### src/rtl/cpu_lsu.sv
`default_nettype none
// +----------------------------------------------------------------------------+
// | Module   : cpu_lsu                                                         |
// | Purpose  : Load/store unit between the execute stage and a Wishbone-style  |
// |            data bus. Decodes funct3 size/sign, aligns lanes and store data,|
// |            runs the stall/ack handshake with timeout, extends load data.   |
// | Ports    : i_clk/i_reset      clock, async active-high reset              |
// |            i_req/i_we/i_funct3/i_addr/i_wdata   request from core          |
// |            o_busy/o_done/o_err/o_err_code/o_rdata  status and load result  |
// |            o_wb_stb/o_wb_we/o_wb_addr/o_wb_sel/o_wb_data  bus master side  |
// |            i_wb_stall/i_wb_ack/i_wb_data          bus slave response       |
// | Revision : 1.0  initial release                                            |
// +----------------------------------------------------------------------------+
module cpu_lsu #(
   parameter int DATA_W  = 32,
   parameter int ADDR_W  = 32,
   parameter int TIMEOUT = 16
) (
   input  logic                 i_clk,
   input  logic                 i_reset,
   input  logic                 i_req,
   input  logic                 i_we,
   input  logic [2:0]           i_funct3,
   input  logic [ADDR_W-1:0]    i_addr,
   input  logic [DATA_W-1:0]    i_wdata,
   output logic                 o_busy,
   output logic                 o_done,
   output logic                 o_err,
   output logic [1:0]           o_err_code,
   output logic [DATA_W-1:0]    o_rdata,
   output logic                 o_wb_stb,
   output logic                 o_wb_we,
   output logic [ADDR_W-1:0]    o_wb_addr,
   output logic [DATA_W/8-1:0]  o_wb_sel,
   output logic [DATA_W-1:0]    o_wb_data,
   input  logic                 i_wb_stall,
   input  logic                 i_wb_ack,
   input  logic [DATA_W-1:0]    i_wb_data
);

   localparam int c_SEL_W = DATA_W / 8;
   localparam int c_OFF_W = $clog2(c_SEL_W);
   // Counter only needs to reach TIMEOUT-1: the last allowed cycle.
   localparam int c_CNT_W = (TIMEOUT > 1) ? $clog2(TIMEOUT) : 1;
   localparam logic [c_CNT_W-1:0] c_TMO_LAST = (TIMEOUT > 0) ? c_CNT_W'(TIMEOUT - 1) : '0;

   typedef enum logic [1:0] {
      S_IDLE = 2'd0,
      S_REQ  = 2'd1,
      S_WAIT = 2'd2,
      S_DONE = 2'd3
   } state_t;

   state_t               r_state;
   logic [c_CNT_W-1:0]   r_cnt;
   logic [c_OFF_W-1:0]   r_off;
   logic [1:0]           r_size;
   logic                 r_uns;

   // ---------------- request decode (from live inputs in S_IDLE) ----------
   logic [1:0]           w_size;
   logic [c_OFF_W-1:0]   w_off;
   logic [2:0]           w_amask;
   logic [c_SEL_W-1:0]   w_sel_base;
   logic [c_SEL_W-1:0]   w_sel;
   logic [DATA_W-1:0]    w_wdata;
   logic [ADDR_W-1:0]    w_waddr;
   logic                 w_illegal;
   logic                 w_misal;

   assign w_size    = i_funct3[1:0];
   assign w_off     = i_addr[c_OFF_W-1:0];
   assign w_illegal = (i_we & i_funct3[2]) | ((DATA_W == 32) && (w_size == 2'd3));

   always_comb begin
      w_amask    = 3'b000;
      w_sel_base = '0;
      case (w_size)
         2'd0: begin w_amask = 3'b000; w_sel_base = c_SEL_W'(8'h01); end
         2'd1: begin w_amask = 3'b001; w_sel_base = c_SEL_W'(8'h03); end
         2'd2: begin w_amask = 3'b011; w_sel_base = c_SEL_W'(8'h0F); end
         default: begin w_amask = 3'b111; w_sel_base = c_SEL_W'(8'hFF); end
      endcase
   end

   assign w_misal = |(i_addr[2:0] & w_amask);
   assign w_sel   = w_sel_base << w_off;
   assign w_wdata = i_wdata << {w_off, 3'b000};
   assign w_waddr = {i_addr[ADDR_W-1:c_OFF_W], {c_OFF_W{1'b0}}};

   // ---------------- load extraction ---------------------------------------
   // Shift the addressed field down, push it to the MSB end, then shift it
   // back logically (zero-extend) or arithmetically (sign-extend).
   logic [DATA_W-1:0]    w_rsh;
   logic [DATA_W-1:0]    w_left;
   logic [DATA_W-1:0]    w_ext;
   logic [6:0]           w_pad;

   assign w_rsh  = i_wb_data >> {r_off, 3'b000};
   assign w_pad  = 7'(DATA_W) - (7'd8 << r_size);
   assign w_left = w_rsh << w_pad;
   assign w_ext  = r_uns ? (w_left >> w_pad) : DATA_W'($signed(w_left) >>> w_pad);

   logic w_tmo;
   assign w_tmo = (TIMEOUT != 0) && (r_cnt == c_TMO_LAST);

   // ---------------- control FSM with registered outputs -------------------
   always_ff @(posedge i_clk or posedge i_reset) begin
      if (i_reset) begin
         r_state    <= S_IDLE;
         r_cnt      <= '0;
         r_off      <= '0;
         r_size     <= '0;
         r_uns      <= 1'b0;
         o_busy     <= 1'b0;
         o_done     <= 1'b0;
         o_err      <= 1'b0;
         o_err_code <= 2'd0;
         o_rdata    <= '0;
         o_wb_stb   <= 1'b0;
         o_wb_we    <= 1'b0;
         o_wb_addr  <= '0;
         o_wb_sel   <= '0;
         o_wb_data  <= '0;
      end else begin
         o_done <= 1'b0;
         o_err  <= 1'b0;
         case (r_state)
            S_IDLE: begin
               if (i_req) begin
                  o_busy <= 1'b1;
                  r_off  <= w_off;
                  r_size <= w_size;
                  r_uns  <= i_funct3[2];
                  if (w_illegal) begin
                     r_state    <= S_DONE;
                     o_done     <= 1'b1;
                     o_err      <= 1'b1;
                     o_err_code <= 2'd2;
                  end else if (w_misal) begin
                     r_state    <= S_DONE;
                     o_done     <= 1'b1;
                     o_err      <= 1'b1;
                     o_err_code <= 2'd1;
                  end else begin
                     r_state   <= S_REQ;
                     r_cnt     <= '0;
                     o_wb_stb  <= 1'b1;
                     o_wb_we   <= i_we;
                     o_wb_addr <= w_waddr;
                     o_wb_sel  <= w_sel;
                     o_wb_data <= w_wdata;
                  end
               end
            end
            S_REQ: begin
               r_cnt <= r_cnt + c_CNT_W'(1);
               if (!i_wb_stall) begin
                  o_wb_stb <= 1'b0;
                  if (i_wb_ack) begin
                     r_state    <= S_DONE;
                     o_done     <= 1'b1;
                     o_err_code <= 2'd0;
                     if (!o_wb_we) o_rdata <= w_ext;
                  end else if (w_tmo) begin
                     r_state    <= S_DONE;
                     o_done     <= 1'b1;
                     o_err      <= 1'b1;
                     o_err_code <= 2'd3;
                  end else begin
                     r_state <= S_WAIT;
                  end
               end else if (w_tmo) begin
                  o_wb_stb   <= 1'b0;
                  r_state    <= S_DONE;
                  o_done     <= 1'b1;
                  o_err      <= 1'b1;
                  o_err_code <= 2'd3;
               end
            end
            S_WAIT: begin
               r_cnt <= r_cnt + c_CNT_W'(1);
               if (i_wb_ack) begin
                  r_state    <= S_DONE;
                  o_done     <= 1'b1;
                  o_err_code <= 2'd0;
                  if (!o_wb_we) o_rdata <= w_ext;
               end else if (w_tmo) begin
                  r_state    <= S_DONE;
                  o_done     <= 1'b1;
                  o_err      <= 1'b1;
                  o_err_code <= 2'd3;
               end
            end
            S_DONE: begin
               r_state <= S_IDLE;
               o_busy  <= 1'b0;
            end
            default: r_state <= S_IDLE;
         endcase
      end
   end

endmodule
`default_nettype wire
### config.mk
export PLATFORM = sky130hd
export DESIGN_NAME = cpu_lsu
export DESIGN_NICKNAME = d
export VERILOG_FILES = /design/src/rtl/cpu_lsu.sv
export SDC_FILE = /design/constraint.sdc
export NUM_CORES = 1
export LEC_CHECK = 0
export ABC_AREA = 1
export CORE_MARGIN = 4
export CORE_UTILIZATION = 42
export DETAILED_ROUTE_END_ITERATION = 6
export HOLD_SLACK_MARGIN = 0.15
export PLACE_DENSITY = 0.83
export SLEW_MARGIN = 40
export SYNTH_ARGS = -nofsm -noshare
export SYNTH_HDL_FRONTEND = slang
export SYNTH_SLANG_ARGS = --single-unit
### constraint.sdc
create_clock -name i_clk -period 8.8 [get_ports i_clk]
set_clock_uncertainty 0.2 [all_clocks]
set_input_delay 1.76 -clock i_clk [delete_from_list [all_inputs] [get_ports i_clk]]
set_output_delay 1.76 -clock i_clk [all_outputs]
set_load 0.005 [all_outputs]
==> impl_metrics.json <==
{
  "internal_power_w": 0.001850,
  "rr_worst_depth": 8,
  "syn_inst": 791,
  "final_antenna_net_count": 0,
  "grt_antenna_before_repair": 0,
  "num_vias": 5903,
  "clockPowerShare_pct": 24.1,
  "cp_max_fo": 81,
  "port_buffers": 209,
  "cpPeakStageDelay_ns": 0.79,
  "cp-start-kind": "input port",
  "drv_cap": 0,
  "routed_wl_mm": 18.01,
  "end_kind": "flip-flop",
  "cts_sinks": 116,
  "ctsLongestPathBuffers": 2,
  "dieHeight_um": 126.7,
  "p_total_w": 0.002871,
  "min_path_type": "flip-flop to flip-flop",
  "syn_avg_cell_area_um2": 7.483,
  "grt_pass1_vias": 5869,
  "path_cells": "clkdlybuf4s50_1 > inv_2 > o21ai_2 > nor2_4 > nand2_8 > inv_2 > nand2_1 > nand2_1",
  "dp_hpwl_mm": 12.89,
  "antennaDiodeCount": 0,
  "cp_slowest_cell": "clkdlybuf4s50_1",
  "post_drt_wl_per_cell_um": 15.34,
  "worstPathArrival_ns": 4.37,
  "yosysSeqAreaShare_pct": 49.04,
  "cts-resized-gates": 0,
  "grt_pass1_wl_mm": 28.97,
  "drive_above_1_share_pct": 6.036,
  "status": "completed",
  "period_minus_slack_ns": 4.229,
  "cts-htree-levels": 4,
  "hold_viol_final": 0,
  "tns_ns": 0,
  "gp_congestion": 0.9390,
  "switching_share_pct": 35.56,
  "grt_usage_pct": 22.57,
  "dr.pass1.iters": 5,
  "clock_latency_ns": 0.41,
  "cts_tree": "yes",
  "slew_headroom_pct": 49.38,
  "cp_num_cells": 8,
  "p_leak_nw": 4.247,
  "cts_buffers": 17,
  "slew_viol_final": 0,
  "rows": 43,
  "clkTransAtPathRegs_ns": 0.05,
  "p_per_area_nw_per_um2": 332.1,
  "p_switching_w": 0.001021,
  "root_buffer": "clkbuf_16",
  "setup_viol": 0,
  "pwr-share-comb_pct": 42.9,
  "nNetsFinal": 1092,
  "core_um2": 13830,
  "required_ns": 8.94,
  "dieWidth_um": 126.7,
  "cts_hold_buf": 0,
  "crit_family": "buffers and inverters",
  "drc": 0,
  "yosys.cell_types.count": 35,
  "initial_utilization_pct": 42.81,
  "seq_power_share_pct": 32.9,
  "crit_type": "input port to flip-flop",
  "max_freq_ghz": 0.2365,
  "crit_buf_inv": 3,
  "worst_pin_slew_ns": 0.7569,
  "viasPerCell": 5.028,
  "syn2layout_area_growth_pct": 46.04,
  "ys_ff_latch": 116,
  "io_pins": 212,
  "yosys_warnings": 0,
  "grt.overflow.total": 0,
  "post-route-period-util_pct": 48.05,
  "synth_area_um2": 5919,
  "rsz0062_at_grt": "no",
  "grt_start_max_net_pins": 82,
  "post_cts_buffers": 0,
  "dieArea_um2": 16060,
  "hold-path-cell-count": 2,
  "vdd_drop_max_uv": 179.6,
  "drt_iter0_markers": 508
}
-- synthesized netlist by cell type, drive strengths merged --
| cell | number | area share, % |
|---|---|---|
| nor3 | 2 | 0.17 |
| dfrtp | 116 | 49 |
| conb | 1 | 0.063 |
| buf | 28 | 3.0 |
| nand2 | 361 | 23 |
| nand3 | 32 | 2.8 |
| o21ai | 99 | 8.5 |
| a21oi | 30 | 2.6 |
| o21bai | 1 | 0.13 |
| inv | 58 | 3.7 |
| or2 | 1 | 0.11 |
| xor2 | 2 | 0.42 |
| mux2i | 1 | 0.17 |
| and2 | 1 | 0.11 |
| o22ai | 3 | 0.42 |
| nand3b | 1 | 0.13 |
| ha | 5 | 1.1 |
| nor2 | 26 | 1.9 |
| nand4 | 3 | 0.63 |
| o211ai | 8 | 1.0 |
| clkbuf | 12 | 0.76 |
-- power by group through the flow --
stage	registers (W)	clock network (W)	logic [W]
after global placement	0.000943	0	0.00121
after detailed placement	0.000941	0	0.00123
after floorplan	0.000921	0	0.000624
after CTS	0.000942	0.000702	0.00124
final	0.000945	0.000693	0.00123
after global routing	0.000976	0.000728	0.00137
-- area by class of cell --
class,instances,area (um2)
Clock inverter,7,96.34
Sequential cell,116,2904
Timing Repair Buffer,211,2111
Inverter,58,222.7
Fill cell,1224,5182
Multi-Input combinational cell,578,2584
Clock buffer,24,501.7
Tap cell,180,225.2
-- registers in the layout (all words and copies together), names as in the netlist --
name / flops
o_wb_we: 1
r_off: 2
r_size: 2
o_err: 1
o_wb_addr: 30
o_err_code: 2
r_uns: 1
r_state: 2
o_rdata: 32
o_done: 1
o_wb_stb: 1
o_busy: 1
r_cnt: 4
o_wb_sel: 4
o_wb_data: 32
-- worst min-delay path, stage by stage, from the launching register on --
cell and delay [ns]:
dfrtp_1 0.33, nand2_1 0.06, nand2_1 0.05
-- path summary, 6_finish.rpt --
| kind | startpoint | end | slack (ns) |
|---|---|---|---|
| hold / removal | o_rdata[13] | o_rdata[13] | 0.28 |
| min in group asynchronous | i_reset | o_wb_addr[25] | 1.61 |
| setup reg to reg | r_state[1] | o_rdata[2] | 5.59 |
| max in group asynchronous | i_reset | r_off[0] | 5.70 |
| setup / recovery | i_addr[1] | o_wb_addr[22] | 4.57 |
| hold reg to reg | o_rdata[13] | o_rdata[13] | 0.28 |
-- per-stage QoR --
step	cell area (um2)	util, %	hold WS, ns	cells	worst slack (ns)
floorplan	5923	-	0.2646	792	3.768
global route	8645	62.52	0.2921	1174	4.321
global placement	8033	58.09	0.2610	1143	3.930
CTS	8631	62.42	0.2786	1174	4.253
finish	8645	62.52	0.2753	1174	4.571
detailed placement	8033	58.09	0.2644	1143	3.822
-- cells in the final DEF, fill, tap and decap left out, types with 2 or more instances in the layout --
master and n:
nand2_1 356, nor2_4 2, o21ai_1 11, clkdlybuf4s50_1 209, nand3_1 31, clkbuf_8 5
clkbuf_1 2, nor3_1 2, o22ai_1 2, conb_1 2, inv_1 48, clkinvlp_4 3
nor2_1 23, inv_2 8, a21oi_1 29, ha_1 5, o21ai_2 2, inv_4 2
o211ai_1 8, clkbuf_16 17, dfrtp_1 115, nand2_2 4, bufinv_16 2, nand4_2 3
o21ai_0 86
-- cell families after synthesis --
logic type	count (synthesis)	synth area share, %
AO/OA/AOI/OAI	141	12.66
XOR/XNOR	2	0.4228
adder cells (fa/ha/maj)	5	1.057
buffers and inverters	98	7.525
flip-flops	116	49.04
multiplexers	1	0.1691
other	1	0.06335
AND/OR/NAND/NOR	427	29.06
-- metal layers --
| metal | GRT usage [%] | up-vias | wire length (um) |
|---|---|---|---|
| li1 | - | 2879 | - |
| met1 | 28.02 | 2719 | 7390 |
| met2 | 36.86 | 273 | 8405 |
| met3 | 7.663 | 32 | 1823 |
| met4 | 7.886 | 0 | 391 |
| met5 | 0 | - | 0 |
No activity file was read; power rests on OpenSTA's default activity.
